## src/rtl/ps2_host_tx.sv

```systemverilog
// PS/2 host-to-device transmitter: request-to-send, frame shift-out on device clocks,
// ACK/NACK and timeout reporting. Open-drain pins are driven through *_oe outputs.
module ps2_host_tx #(
    parameter int INHIBIT_CYCLES = 5000,
    parameter int TIMEOUT_CYCLES = 750000,
    parameter int FILTER_LEN     = 8
) (
    input  logic       clk,
    input  logic       reset,
    input  logic [7:0] tx_data,
    input  logic       tx_valid,
    output logic       tx_ready,
    input  logic       ps2_clk_in,
    input  logic       ps2_data_in,
    output logic       ps2_clk_oe,
    output logic       ps2_data_oe,
    output logic       busy,
    output logic       tx_done,
    output logic       tx_error
);
    localparam int TMAX = (INHIBIT_CYCLES > TIMEOUT_CYCLES) ? INHIBIT_CYCLES : TIMEOUT_CYCLES;
    localparam int TW   = $clog2(TMAX + 1);
    localparam int FW   = $clog2(FILTER_LEN + 1);

    localparam logic [TW-1:0] INH_LAST  = TW'(INHIBIT_CYCLES - 1);
    localparam logic [TW-1:0] TO_LIMIT  = TW'(TIMEOUT_CYCLES);
    localparam logic [TW-1:0] TMR_SAT   = '1;
    localparam logic [FW-1:0] FILT_LAST = FW'(FILTER_LEN - 1);

    localparam logic [2:0] S_IDLE      = 3'd0;
    localparam logic [2:0] S_INHIBIT   = 3'd1;
    localparam logic [2:0] S_REQ       = 3'd2;
    localparam logic [2:0] S_SEND      = 3'd3;
    localparam logic [2:0] S_ACK       = 3'd4;
    localparam logic [2:0] S_WAIT_IDLE = 3'd5;

    logic          clk_s1_q, clk_s2_q, dat_s1_q, dat_s2_q;
    logic          filt_q, filt_d;
    logic [FW-1:0] fcnt_q, fcnt_d;
    logic          fall_q, fall_d;

    logic [2:0]    state_q, state_d;
    logic [TW-1:0] tmr_q, tmr_d;
    logic [7:0]    sh_q, sh_d;
    logic          par_q, par_d;
    logic [3:0]    bcnt_q, bcnt_d;
    logic          clk_oe_q, clk_oe_d;
    logic          dat_oe_q, dat_oe_d;
    logic          timeout;

    // Filtered clock only moves after FILTER_LEN consecutive disagreeing samples.
    always_comb begin
        filt_d = filt_q;
        fcnt_d = fcnt_q;
        if (clk_s2_q == filt_q) begin
            fcnt_d = '0;
        end else if (fcnt_q == FILT_LAST) begin
            filt_d = clk_s2_q;
            fcnt_d = '0;
        end else begin
            fcnt_d = fcnt_q + FW'(1);
        end
        fall_d = filt_q & ~filt_d;
    end

    assign timeout  = (tmr_q >= TO_LIMIT);
    assign tx_ready = (state_q == S_IDLE);
    assign busy     = (state_q != S_IDLE);

    always_comb begin
        state_d  = state_q;
        tmr_d    = (tmr_q == TMR_SAT) ? tmr_q : tmr_q + TW'(1);
        sh_d     = sh_q;
        par_d    = par_q;
        bcnt_d   = bcnt_q;
        dat_oe_d = dat_oe_q;
        tx_done  = 1'b0;
        tx_error = 1'b0;
        case (state_q)
            S_IDLE: begin
                if (tx_valid) begin
                    state_d = S_INHIBIT;
                    sh_d    = tx_data;
                    par_d   = ~^tx_data;
                    bcnt_d  = '0;
                    tmr_d   = '0;
                end
            end
            S_INHIBIT: begin
                if (tmr_q == INH_LAST) begin
                    state_d  = S_REQ;
                    tmr_d    = '0;
                    dat_oe_d = 1'b1;
                end
            end
            S_REQ: begin
                if (timeout) begin
                    tx_error = 1'b1;
                    state_d  = S_IDLE;
                end else begin
                    state_d = S_SEND;
                end
            end
            S_SEND: begin
                if (timeout) begin
                    tx_error = 1'b1;
                    state_d  = S_IDLE;
                end else if (fall_q) begin
                    bcnt_d = bcnt_q + 4'd1;
                    if (bcnt_q < 4'd8) begin
                        dat_oe_d = ~sh_q[0];
                        sh_d     = {1'b0, sh_q[7:1]};
                    end else if (bcnt_q == 4'd8) begin
                        dat_oe_d = ~par_q;
                    end else begin
                        dat_oe_d = 1'b0;
                        state_d  = S_ACK;
                    end
                end
            end
            S_ACK: begin
                if (timeout) begin
                    tx_error = 1'b1;
                    state_d  = S_IDLE;
                end else if (fall_q) begin
                    if (dat_s2_q) begin
                        tx_error = 1'b1;
                        state_d  = S_IDLE;
                    end else begin
                        state_d = S_WAIT_IDLE;
                    end
                end
            end
            S_WAIT_IDLE: begin
                if (filt_q && dat_s2_q) begin
                    tx_done = 1'b1;
                    state_d = S_IDLE;
                end
            end
            default: state_d = S_IDLE;
        endcase
        // Data line is only ever pulled while requesting or shifting; every exit releases it.
        if (!((state_d == S_REQ) || (state_d == S_SEND))) dat_oe_d = 1'b0;
        clk_oe_d = (state_d == S_INHIBIT) || (state_d == S_REQ);
    end

    always_ff @(posedge clk or posedge reset) begin
        if (reset) begin
            clk_s1_q <= 1'b1;
            clk_s2_q <= 1'b1;
            dat_s1_q <= 1'b1;
            dat_s2_q <= 1'b1;
            filt_q   <= 1'b1;
            fcnt_q   <= '0;
            fall_q   <= 1'b0;
            state_q  <= S_IDLE;
            tmr_q    <= '0;
            sh_q     <= '0;
            par_q    <= 1'b0;
            bcnt_q   <= '0;
            clk_oe_q <= 1'b0;
            dat_oe_q <= 1'b0;
        end else begin
            clk_s1_q <= ps2_clk_in;
            clk_s2_q <= clk_s1_q;
            dat_s1_q <= ps2_data_in;
            dat_s2_q <= dat_s1_q;
            filt_q   <= filt_d;
            fcnt_q   <= fcnt_d;
            fall_q   <= fall_d;
            state_q  <= state_d;
            tmr_q    <= tmr_d;
            sh_q     <= sh_d;
            par_q    <= par_d;
            bcnt_q   <= bcnt_d;
            clk_oe_q <= clk_oe_d;
            dat_oe_q <= dat_oe_d;
        end
    end

    assign ps2_clk_oe  = clk_oe_q;
    assign ps2_data_oe = dat_oe_q;
endmodule
```

## config.mk

```make
export PLATFORM = sky130hd
export DESIGN_NAME = ps2_host_tx
export DESIGN_NICKNAME = d
export VERILOG_FILES = /design/src/rtl/ps2_host_tx.sv
export SDC_FILE = /design/constraint.sdc
export NUM_CORES = 1
export LEC_CHECK = 0
export CORE_MARGIN = 3
export CORE_UTILIZATION = 42
export CTS_CLUSTER_DIAMETER = 40
export DETAILED_ROUTE_END_ITERATION = 7
export GPL_TIMING_DRIVEN = 0
export PLACE_DENSITY = 0.65
export SYNTH_ARGS = -nofsm -noshare
export SYNTH_HDL_FRONTEND = slang
export SYNTH_SLANG_ARGS = --single-unit
export TNS_END_PERCENT = 100
```

## constraint.sdc

```tcl
create_clock -name clk -period 2.5 [get_ports clk]
set_input_delay 0.75 -clock clk [delete_from_list [all_inputs] [get_ports clk]]
set_output_delay 0.75 -clock clk [all_outputs]
set_load 0.01 [all_outputs]
```

==> Word level (Yosys, flattened, before mapping) <==
Cells that the tools add are included.
{ "classes": {"bitwise": 4, "n_addsub": 3, "n_reduce_logical": 12, "muxes": 43, "eq_ne": 21, "n_lt_le_gt_ge": 2} }
{ "op_table": {"columns": ["operator", "count"], "rows": [
  ["20-bit 2-to-1 mux", 3],
  ["20-bit case mux with 2 select lines", 1],
  ["8-bit 2-to-1 mux", 4],
  ["3-bit 2-to-1 mux", 10],
  ["20-bit by 1-bit adder with 20-bit output (second input constant)", 1],
  ["20-bit by 13-bit equality test with 1-bit output (second input constant)", 1],
  ["20-bit equality test (second input constant)", 1],
  ["20-bit >= comparator (second input constant)", 1],
  ["4-bit 2-to-1 mux", 5],
  ["3-bit case mux with 6 select lines", 1],
  ["8-bit case mux with 2 select lines", 1],
  ["1-bit 2-to-1 mux", 14],
  ["3-bit by 2-bit equality test with 1-bit output (second input constant)", 4],
  ["3-bit inequality test (second input constant)", 3],
  ["4-bit by 1-bit adder with 4-bit output (second input constant)", 2],
  ["2-bit inequality test (second input constant)", 4],
  ["4-bit case mux with 2 select lines", 1],
  ["4-bit AND reduction", 2],
  ["8-bit XNOR reduction", 1],
  ["3-bit by 1-bit equality test with 1-bit output (second input constant)", 2],
  ["3-bit equality test (second input constant)", 2],
  ["5-bit AND reduction", 1],
  ["4-bit by 3-bit equality test with 1-bit output (second input constant)", 1],
  ["4-bit equality test (second input constant)", 1],
  ["other kinds (14)", 18]
]} }
{ "totals": {"wordCells": 99, "reg_bits": 48, "in_bits": 13} }

==> Logic depth before layout (Yosys ltp) <==
Gate-level depths: netlist of run 1.
{ "depth": {"ltp_word": 10, "depth_mapped": 7, "depth_no_buf": 7} }

==> Worst setup path before layout of run 1 <==
OpenSTA, ideal clock, no wires.
{ "synth_timing": {"kind": "reg-to-output", "from": "reg tmr_q[16]", "to": "out tx_error", "stages_incl_launch_ff": 6, "arrival_time_ns": 1.368, "path_slack_ns": 0.382, "n_path_buf": 0, "t_required_ns": 1.750, "cell_sequence": "dfrtp_1 and3_1 o21a_1 a21oi_1 nand2_1 a32o_1"} }
{ "synth_between": {"elab_chain_cells": 3, "elab_cells_between_ends": 4} }
{ "synth_rtl": {"columns": ["item", "line", "source"], "rows": [
  ["from (decl)", "43", "logic [TW-1:0] tmr_q, tmr_d;"],
  ["from (signal assigned)", "172", "tmr_q <= tmr_d;"],
  ["20-bit >= comparator (*)", "66", "assign timeout = (tmr_q >= TO_LIMIT);"],
  ["1-bit 2-to-1 mux (on tied branches)", "122, 97, 105", null],
  ["1-bit case mux with 2 select lines (*)", "79", "case (state_q)"],
  ["to (decl)", "19", "output logic tx_error"]
]} }
Mark *: on every way between the ends. The rest lies on a longest branch, timed or not.

==> Worst setup path after layout of run 1 <==
{ "layout_timing": {"from": "reg tmr_q[6]", "to": "out tx_error"} }
Same word-level chain as after synthesis.

==> impl_metrics.tcl, run 1 <==
set metrics [dict create \
    die_area_mm2 0.00737 \
    status "completed" \
    async_reset_ff_frac 1.00 \
    antenna_left 0 \
    synthMuxAreaShare 0.0841 \
    n_antenna_cell 0 \
    seq_area_frac_synth 0.451 \
    reg2reg_from "tmr_q[0]" \
    critPathCaptureType "output port" \
    synth_nets 280 \
    grt_pass1_wl_um 9430 \
    hold_viol 0 \
    numCtsBuffers 5 \
    synth_edf_count 0 \
    totalWireLength_um 5330 \
    core.rowCount 28 \
    place.gp.congestion 0.831 \
    vias 2019 \
    cts_max_path_buffers 2 \
    p_leak_nw 1.42 \
    synthSimpleGateAreaFrac 0.226 \
    coreArea_mm2 0.00606 \
    htreeDepth 2 \
    synth_top_family_by_area "simple AND/OR/NAND/NOR gates" \
    routedWlPerCell_um 14.3 \
    areaGrowthSynthToFinish_pct 18.5 \
    grt_usage 0.159 \
    cp_cell_sequence "buf_2 -> a21oi_2 -> o21ai_2 -> a21oi_2 -> nand2_1 -> a32o_1 -> buf_2" \
    cts_root_buf "clkbuf_8" \
    antenna_found_initial 0 \
    dp_hpwl_um 3740 \
    io_pins 19 \
    ir_worst_vdd_uv 373 \
    fin_nets 315 \
    slowest_delay_ps 360 \
    drt_iter0_drc 85 \
    crit_buf_inv 2 \
    drive_above_1_share 0.235 \
    rsz0062_at_grt "true" \
    start_util 0.442 \
    die_w_um 85.9 \
    cts_tree "built" \
    worstPathRequired_ps 1750 \
    routed_via_density 5.41 \
    ys.flop_type "dfrtp_1" \
    drc 0 \
    drv_cap 0 \
    grt_pass1_vias 1982 \
    synth_xor_area_frac 0.0719 \
    clock_latency_ps 300 \
    start_kind "flip-flop" \
    syn_area_mm2 0.00268 \
    synthAdderAreaFrac 0.0234 \
    syn_avg_cell_area_um2 10.2 \
    layout_common_cells "41 x dfrtp_1, 26 x nor2_1, 24 x nand2_1, 21 x xnor2_1, 17 x clkdlybuf4s50_1" \
    clock.fmax_ghz 0.403 \
    power_density_mw_per_mm2 454 \
    whs_ps 361 \
    netlist_instances 262 \
    critPathTopFamily "compound AO/OA/AOI/OAI gates" \
    clock-sinks 48 \
    path_class "flip-flop to output port" \
    maxSlewViolCount 0 \
    ys_types 54 \
    synth-compound-area-share 0.110 \
    hold_class "flip-flop to flip-flop" \
    setup.worst_path.start "tmr_q[6]" \
    crit_arrival_ps 1730 \
    path_clk_slew_ps 100 \
    setup_viol_count_final 0 \
    die_h_um 85.9 \
    finalWorstSetupSlack_ps 18.4 \
    hold_path.startpoint "clk_s1_q" \
    place_ws_ps -256 \
    mostFrequentLayoutCell "dfrtp_1" \
    skew_ps 5.47 \
    period_share 0.993 \
    io_buffers 18 \
    yosys_warnings 0 \
    grt_overflow_total 0 \
    cp_max_fo 8 \
    slew_headroom 0.582 \
    cp_slowest_cell "dfrtp_1" \
    min_period_ps 2480 \
    dr.pass1.iters 4 \
    ys_seq_elements 48 \
    worst_pin_slew_ps 622 \
    grt_max_degree 34 \
]
-- cells by family after synthesis --
group	after synthesis
and+or+nand+nor	108
AOI/OAI and AO/OA	42
DFF	48
adders and majority gates	5
buffers and inverters	19
muxes	18
xor gates and xnor gates	22
-- per-stage QoR --
step                      area (um^2)  power [W]  cells  TNS [ps]  utilization
final                            3180    0.00144    373         0        0.524
after global routing             3180    0.00152    373      -108        0.524
after CTS                        3170    0.00146    374         0        0.524
after detailed placement         2970   0.000979    356      -256        0.491
after global placement           2950   0.000972    355    -17080        0.487
after floorplan                  2680   0.000932    262         0            -
-- metal layers --
layer / vias to the layer above / GRT usage / part of all wire / wire (um)
met5: - / 0 / 0 / 0
met4: 0 / 0.0518 / 0.012 / 63
met3: 7 / 0.0279 / 0.030 / 162
met2: 29 / 0.246 / 0.47 / 2520
met1: 986 / 0.225 / 0.49 / 2590
li1: 997 / - / - / -
-- Yosys cell counts, types with 2 or more instances --
| library cell | instances | area share |
|---|---|---|
| dfrtp_1 | 43 | 0.40 |
| nor2_1 | 26 | 0.036 |
| nand2_1 | 24 | 0.034 |
| xnor2_1 | 21 | 0.069 |
| inv_1 | 12 | 0.017 |
| a21oi_1 | 11 | 0.021 |
| a211oi_1 | 9 | 0.025 |
| nand3_1 | 9 | 0.017 |
| mux2_2 | 8 | 0.034 |
| nor3_1 | 8 | 0.015 |
| mux2_4 | 7 | 0.039 |
| o21ai_0 | 7 | 0.013 |
| nand4_1 | 6 | 0.014 |
| dfstp_2 | 5 | 0.049 |
| ha_1 | 5 | 0.023 |
| and3_1 | 4 | 0.0093 |
| buf_2 | 4 | 0.0075 |
| nor3b_1 | 4 | 0.011 |
| mux2i_1 | 3 | 0.011 |
| nand3b_1 | 3 | 0.0084 |
| nor2b_1 | 3 | 0.0070 |
| a21o_1 | 2 | 0.0056 |
| buf_6 | 2 | 0.0084 |
| nor2_2 | 2 | 0.0047 |
| nor4_1 | 2 | 0.0047 |
| nor4_2 | 2 | 0.0093 |
| o21a_1 | 2 | 0.0056 |
| or2_2 | 2 | 0.0047 |
-- final cells by class --
type	instances	area [um^2]
inverters	12	45.0
clock buffers	5	68.8
plain buffers	6	42.5
well taps	75	93.8
repair buffers	29	270
fillers	552	2890
clock inverters	3	23.8
flip-flops and latches	48	1210
multi-input cells	195	1420
-- repair_timing --
action                     in CTS  in global routing
setup buffers                  10                  0
hold buffers                    0                  0
gates cloned                    0                  0
pin swaps                       3                  0
gates resized for setup        13                  1
setup endpoints to repair       3                  3
-- registers in the layout, indices dropped and copies added (netlist names) --
register,count
ps2_data_oe,1
fall_q,1
clk_s2_q,1
dat_s2_q,1
clk_s1_q,1
filt_q,1
bcnt_q,4
state_q,3
dat_s1_q,1
ps2_clk_oe,1
par_q,1
tmr_q,20
fcnt_q,4
sh_q,8
-- report_power, final --
group	switching (W)	internal (W)	total, W
clock network	0.000283	0.000199	0.000482
registers	0.0000249	0.000813	0.000838
logic	0.0000541	0.0000682	0.000122
-- final timing paths --
| kind | endpoint | slack (ps) | cells after the start |
|---|---|---|---|
| max | tx_error | 20 | 7 |
| min reg2reg | clk_s2_q | 360 | 0 |
| min in group asynchronous | tmr_q[19] | 720 | 2 |
| min | clk_s2_q | 360 | 0 |
| max in group asynchronous | dat_s2_q | 1230 | 3 |
| max reg2reg | tmr_q[17] | 340 | 7 |
Power figures use the tool's default switching activity.
==> run 2: changes to the inputs <==
CAP_MARGIN = 5   (was default)
==> results of run 2 <==
Final layout, timing and power as in run 1 (identical DEF).
==> run 3: changes to the inputs <==
HOLD_SLACK_MARGIN = 0.1   (was default)
==> results of run 3 <==
Final layout, timing and power as in run 1 (identical DEF).
